==> src/rtl/spi_write_slave.sv <==
// SPI mode-0 write-only slave: the first byte of a frame is a register address,
// every following byte is written to consecutive addresses as a one-cycle strobe.
module spi_write_slave #(
    parameter int SYNC_STAGES = 2
) (
    input  logic       CLK,
    input  logic       RST,
    input  logic       SCK,
    input  logic       CSX,
    input  logic       MOSI,
    output logic       WEN,
    output logic [7:0] WADDR,
    output logic [7:0] WDATA,
    output logic       ERR
);

    localparam int FW = $clog2(SYNC_STAGES + 1);

    typedef enum logic [1:0] {IDLE, ADDR, DATA, END} state_t;

    logic [SYNC_STAGES-1:0] sck_sync_q, sck_sync_d;
    logic [SYNC_STAGES-1:0] csx_sync_q, csx_sync_d;
    logic [SYNC_STAGES-1:0] mosi_sync_q, mosi_sync_d;
    logic [FW-1:0]          fill_q, fill_d;
    logic                   sck_prev_q, sck_prev_d;
    state_t                 state_q, state_d;
    logic [2:0]             bitcnt_q, bitcnt_d;
    logic [7:0]             shift_q, shift_d;
    logic [7:0]             addr_q, addr_d;
    logic                   wen_q, wen_d;
    logic                   err_q, err_d;
    logic [7:0]             waddr_q, waddr_d;
    logic [7:0]             wdata_q, wdata_d;

    logic       sck_s, csx_s, mosi_s;
    logic       sck_rise;
    logic       primed;
    logic [7:0] byte_in;

    assign sck_s    = sck_sync_q[SYNC_STAGES-1];
    assign csx_s    = csx_sync_q[SYNC_STAGES-1];
    assign mosi_s   = mosi_sync_q[SYNC_STAGES-1];
    assign sck_rise = sck_s & ~sck_prev_q;
    assign byte_in  = {shift_q[6:0], mosi_s};
    // The chains come out of reset holding idle levels, not real pin samples;
    // END must not trust csx_s until every stage has been refilled from the pin.
    assign primed   = (fill_q == FW'(SYNC_STAGES));

    always_comb begin
        sck_sync_d  = {sck_sync_q[SYNC_STAGES-2:0], SCK};
        csx_sync_d  = {csx_sync_q[SYNC_STAGES-2:0], CSX};
        mosi_sync_d = {mosi_sync_q[SYNC_STAGES-2:0], MOSI};
        fill_d      = primed ? fill_q : fill_q + FW'(1);
        sck_prev_d  = sck_s;
        state_d     = state_q;
        bitcnt_d    = bitcnt_q;
        shift_d     = shift_q;
        addr_d      = addr_q;
        wen_d       = 1'b0;
        err_d       = 1'b0;
        waddr_d     = waddr_q;
        wdata_d     = wdata_q;

        case (state_q)
            IDLE: begin
                if (!csx_s) begin
                    state_d  = ADDR;
                    bitcnt_d = 3'd0;
                end
            end
            ADDR, DATA: begin
                // Deselect wins over a simultaneous SCK rise; that bit is dropped.
                if (csx_s) begin
                    state_d = IDLE;
                    err_d   = (bitcnt_q != 3'd0);
                end else if (sck_rise) begin
                    shift_d  = byte_in;
                    bitcnt_d = bitcnt_q + 3'd1;
                    if (bitcnt_q == 3'd7) begin
                        bitcnt_d = 3'd0;
                        if (state_q == ADDR) begin
                            addr_d  = byte_in;
                            state_d = DATA;
                        end else begin
                            wen_d   = 1'b1;
                            waddr_d = addr_q;
                            wdata_d = byte_in;
                            addr_d  = addr_q + 8'd1;
                        end
                    end
                end
            end
            END: begin
                if (primed && csx_s) begin
                    state_d = IDLE;
                end
            end
            default: state_d = END;
        endcase
    end

    always_ff @(posedge CLK or posedge RST) begin
        if (RST) begin
            sck_sync_q  <= '0;
            csx_sync_q  <= '1;
            mosi_sync_q <= '0;
            fill_q      <= '0;
            sck_prev_q  <= 1'b0;
            state_q     <= END;
            bitcnt_q    <= 3'd0;
            shift_q     <= 8'h00;
            addr_q      <= 8'h00;
            wen_q       <= 1'b0;
            err_q       <= 1'b0;
            waddr_q     <= 8'h00;
            wdata_q     <= 8'h00;
        end else begin
            sck_sync_q  <= sck_sync_d;
            csx_sync_q  <= csx_sync_d;
            mosi_sync_q <= mosi_sync_d;
            fill_q      <= fill_d;
            sck_prev_q  <= sck_prev_d;
            state_q     <= state_d;
            bitcnt_q    <= bitcnt_d;
            shift_q     <= shift_d;
            addr_q      <= addr_d;
            wen_q       <= wen_d;
            err_q       <= err_d;
            waddr_q     <= waddr_d;
            wdata_q     <= wdata_d;
        end
    end

    assign WEN   = wen_q;
    assign ERR   = err_q;
    assign WADDR = waddr_q;
    assign WDATA = wdata_q;

endmodule

==> config.mk <==
export PLATFORM = sky130hd
export DESIGN_NAME = spi_write_slave
export DESIGN_NICKNAME = d
export VERILOG_FILES = /design/src/rtl/spi_write_slave.sv
export SDC_FILE = /design/constraint.sdc
export NUM_CORES = 1
export LEC_CHECK = 0
export ABC_AREA = 1
export CORE_MARGIN = 8
export CORE_UTILIZATION = 35
export DETAILED_ROUTE_END_ITERATION = 8
export PLACE_DENSITY = 0.52
export REMOVE_ABC_BUFFERS = 1
export SLEW_MARGIN = 20
export SYNTH_ARGS = -nofsm -noshare
export SYNTH_HDL_FRONTEND = slang
export SYNTH_SLANG_ARGS = --single-unit
==> constraint.sdc <==
create_clock -name CLK -period 1.8 [get_ports CLK]
set_clock_uncertainty 0.1 [all_clocks]
set_input_delay 0.36 -clock CLK [delete_from_list [all_inputs] [get_ports CLK]]
set_output_delay 0.36 -clock CLK [all_outputs]
set_load 0.02 [all_outputs]
* Word-level counts from Yosys, hierarchy flattened
Index checks and enable logic that the tools add are counted.
W data, S select, Z words.
** Word-level totals
- Flip-flop bits (word level) :: 47
- Latch bits :: 0
- Bits in writable memories :: 0
- ROM bits :: 0
- Input port bits :: 5
- Output and inout port bits :: 18
- Memories kept :: 0
** Cells by class
- Add/subtract/negate cells :: 3
- Multiply operators :: 0
- Divide/modulo/power cells :: 0
- Magnitude comparators :: 0
- Equal/unequal tests :: 12
- Shift-type cells :: 0
- Mux-type cells :: 20
- Bitwise operators :: 4
- Reduce and logical (&&, ||, !) cells :: 10
** Operators with widths (count)
- $mux W2 :: 6
- $mux W3 :: 4
- $reduce_and A5 Y1 :: 2
- $ne A3 B3 Y1 const B :: 3
- $add A8 B1 Y8 const B :: 1
- $mux W8 :: 1
- $ne A2 B2 Y1 const B :: 4
- $reduce_and A4 Y1 :: 2
- $mux W1 :: 7
- $eq A2 B2 Y1 const B :: 3
- $pmux W2 S3 :: 1
- $pmux W3 S2 :: 1
- $add A3 B1 Y3 const B :: 1
- $eq A3 B3 Y1 const B :: 1
- $not A1 Y1 :: 3
- $reduce_and A3 Y1 :: 1
- $reduce_bool A3 Y1 :: 1
- $add A2 B1 Y2 const B :: 1
- $eq A2 B1 Y1 const B :: 1
- $logic_not A2 Y1 :: 1
- $reduce_bool A2 Y1 :: 1
- $reduce_or A2 Y1 :: 1
- $and A1 B1 Y1 :: 1
- $logic_and A1 B1 Y1 :: 1

* Longest topological paths before layout
- Word-level depth :: 6
- Gate-level depth with buffers :: 9

* Least setup slack after synthesis
Ideal clock, no wire load.
- Kind :: reg2reg
- From :: register state_q[0]
- To :: register wdata_q[0] (netlist: WDATA[0])
- Setup time :: 118 ps
- Arrival :: 1619 ps
- Required time :: 1582 ps
- Setup slack :: -36 ps
- Stages on the path, launching flop included :: 9
- Path buffers :: 1
- Cell sequence :: dfstp_2 > inv_1 > ha_1 > nand2_2 > nor3_4 > nand2_4 > buf_6 > nand2_1 > o21ai_2
** Between the ends
- Word-level cells in the longest chain between the ends :: 3
** RTL lines
- from (decl) :: RTL line 26 : state_t state_q, state_d;
- from (signal assigned) :: RTL line 123 : state_q <= state_d;
- $eq A2 B1 Y1 or $eq A2 B2 Y1 (tied branches) :: RTL line 64, 81
- $reduce_or A2 Y1 or $not A1 Y1 (tied branches)
- $reduce_and A5 Y1 (no source line) (*)
- to (signal assigned) :: RTL line 130 : wdata_q <= wdata_d;
- to (decl) :: RTL line 33 : logic [7:0] wdata_q, wdata_d;
Every way passes the cells marked *; elsewhere a longest branch is shown, timed or not.
A chain may end at the register's enable or synchronous reset.

* Final worst setup path
- From :: register wdata_q[5] (netlist: WDATA[5])
- To :: output port WDATA[5]
** RTL lines
- to (decl) :: RTL line 13 : output logic [7:0] WDATA,
No word-level cell between the ends.

==> results.cfg <==
[sta]
fin_crit_sh_pct = 96.04
finalSetupViolCount = 0
slew_headroom_pct = 74.04
max_slew.worst_pin.slew_ps = 388.9
clock.fmax_mhz = 578.5
hold_viol_final = 0
slew_viol_final = 0
finalCriticalPeriod_ps = 1729
timing.final.ws_setup_ps = 71.35
rsz0062_at_grt = no

[pwr]
power_switching_uw = 864.4
seq_power_share_pct = 48.1
cellPowerDensity_mw_per_mm2 = 984.8
power_mw = 2.654
pwr-share-comb_pct = 28.1
p_int_mw = 1.790
vdd_drop_max_mv = 0.5367
clkPwrFrac_pct = 23.8
switching_share_pct = 32.57
leakage_nw = 1.350

[routing]
via_per_inst = 4.482
dr_total_vias = 1533
drc = 0
routed_wl_um = 4014
wl_per_cell_um = 11.74
first_pass_iters = 4
drtIter0Drc = 49
postRouteAntennaNets = 0

[critical_path]
crit_chain = clkdlybuf4s50_1
critPathMaxStageDelay_ps = 610
worst-path-buf-inv = 1
cp-end-kind = output port
r2r_setup_slack_ps = 100
worstPathMaxFanout = 2
worstPathRequired_ps = 1340
startpoint_type = flip-flop
crit_slowest_cell = clkdlybuf4s50_1
crit_family = buffers and inverters
cp.arrival_ps = 1270
critPathKind = reg2out

[yosys]
syn_area_per_cell_sq_um = 9.466
ys_seq_area_share_pct = 54.72
synth_seq_cells = 47
synth_cell_types = 25
syn_area_sq_mm = 0.002158
synthCells = 228
ys_warn_count = 0

[finish]
regArea_sq_mm = 0.001181
fin_area_sq_mm = 0.002695
area_growth_syn_to_layout_pct = 24.87
layout-drive-gt1-share_pct = 19.48
fin_nets = 280
antenna_cells = 0
multi_input_area_sq_um = 822.0
instances_no_fill = 342
fill_cells = 605

[floorplan]
io_pins = 23
dieArea_sq_mm = 0.008935
coreArea_sq_mm = 0.005956
die_y_um = 94.53
start_util_pct = 36.24
rows = 28
fp.dieW_um = 94.53

[place]
gp_congestion = 0.8078
dpl_cell_area_sq_mm = 0.002579
dp.cells = 334
preCtsSetupSlack_ps = 3.497
port-buffer-count = 22
hpwl_um = 2969

[clock_tree]
insertion_delay_ps = 300
cts_root_buf = clkbuf_8
cts_tree = done
clockBufferDepth = 2
ctsHtreeMaxLevel = 2
clkSinkCount = 47
cts.reportedPaths.clkPinSlew_ps = 90
post_cts_buffers = 0
cts_buffers = 5
cts_hold_buf = 0

[global_routing]
grt_max_degree = 26
grt_pass1_wl_um = 7320
antenna_found_initial = 0
grt_pass1_vias = 1649
grt_overflow_total = 0
track_usage_pct = 10.05

[worst_hold_path]
hold_path_class = in2async

[run_status]
status = completed

[job]
drv_cap = 0
==> repair_timing <==
action / in CTS / in global routing
cloned: 0 / 0
setup endpoints to repair: 8 / 18
resized for setup: 1 / 6
pin swaps: 0 / 1
==> logic make-up (layout without fill, tap and decap cells) <==
group / count (synthesis) / after routing / share of synthesized area, %
flip-flops: 47 / 47 / 54.72
XOR/XNOR: 4 / 4 / 1.623
buffers and inverters: 38 / 77 / 8.000
AND/OR/NAND/NOR: 95 / 95 / 19.77
AO/OA/AOI/OAI: 35 / 35 / 10.67
adder cells (fa/ha/maj): 9 / 9 / 5.217
==> final cells by class <==
type | instances | area share (%)
clock buffers | 5 | 2.553
flip-flops and latches | 47 | 43.83
well taps | 75 | 3.482
inverters | 33 | 4.596
multi-input cells | 143 | 30.50
repair buffers | 36 | 14.30
clock inverters | 3 | 0.7428
==> cell usage in the layout, fill, tap and decap left out <==
master	n
a211oi_1	1
a21oi_1	1
buf_12	4
buf_4	10
clkbuf_8	5
clkdlybuf4s50_1	18
clkinv_2	1
clkinvlp_4	2
dfrtp_1	43
dfstp_2	4
dlymetal6s2s_1	4
ha_1	8
ha_4	1
inv_1	31
inv_2	2
nand2_1	64
nand2_2	3
nand2_4	1
nand3_1	16
nand3_2	1
nand4_1	3
nor2_1	2
nor2_2	2
nor2_4	1
nor3_1	1
nor3_4	1
o21ai_0	18
o21ai_1	1
o21ai_2	14
xnor2_1	2
xor2_1	2
==> routing by layer <==
layer / global-route usage (%) / vias up / wire length [um]
li1: - / 798 / -
met1: 13.27 / 706 / 2057
met2: 15.30 / 27 / 1722
met3: 4.206 / 2 / 223
met4: 1.560 / 0 / 10
met5: 0 / - / 0
==> power groups by stage <==
stage          Combinational, mW  Clock [mW]  Sequential, mW
4_1_cts                    0.750       0.662            1.28
2_1_floorplan              0.416           0            1.29
3_3_place_gp               0.706           0            1.30
6_report                   0.745       0.632            1.28
5_1_grt                    0.867       0.706            1.29
3_5_place_dp               0.706           0            1.30
==> synth_stat cells <==
cell type | number | share of area [%]
o21ai_0 | 18 | 4.2
nand4_1 | 3 | 0.87
a211oi_1 | 1 | 0.35
xor2_1 | 2 | 0.81
nor3_1 | 1 | 0.23
xnor2_1 | 2 | 0.81
nand2_1 | 65 | 11
o21ai_1 | 1 | 0.23
nand2_4 | 1 | 0.52
o21ai_2 | 14 | 5.7
a21oi_1 | 1 | 0.23
nor2_4 | 1 | 0.52
nor3_4 | 1 | 0.75
clkbuf_1 | 1 | 0.17
nor2_1 | 3 | 0.52
buf_6 | 4 | 2.1
nand2_2 | 2 | 0.58
dfstp_2 | 4 | 4.9
inv_2 | 1 | 0.17
dfrtp_1 | 43 | 50
nor2_2 | 1 | 0.29
nand3_2 | 1 | 0.46
nand3_1 | 16 | 3.7
ha_1 | 9 | 5.2
inv_1 | 32 | 5.6
==> worst paths after layout <==
check,start,endpoint,cells after the start
worst max-delay path,WDATA[5],WDATA[5],1
worst min-delay path,RST,WDATA[4],2
worst max register to register,state_q[1],addr_q[5],7
worst min register to register,mosi_sync_q[0],mosi_sync_q[1],0
max in group asynchronous,RST,addr_q[1],3
min in group CLK,mosi_sync_q[0],mosi_sync_q[1],0
==> flip-flops by register name, indices dropped and copies added, names as in the netlist, 3 cells and up <==
signal	cells
WADDR	8
addr_q	8
WDATA	8
bitcnt_q	3
shift_q	7
==> per-stage QoR <==
stage / setup TNS, ps / utilization, % / hold WS (ps)
2_1_floorplan: -1947 / - / 231.2
3_3_place_gp: 0 / 43.30 / 231.3
6_report: 0 / 45.25 / 254.0
3_5_place_dp: 0 / 43.30 / 236.2
4_1_cts: 0 / 45.00 / 257.1
5_1_grt: 0 / 45.25 / 267.3
No activity file was read; power rests on OpenSTA's default activity.
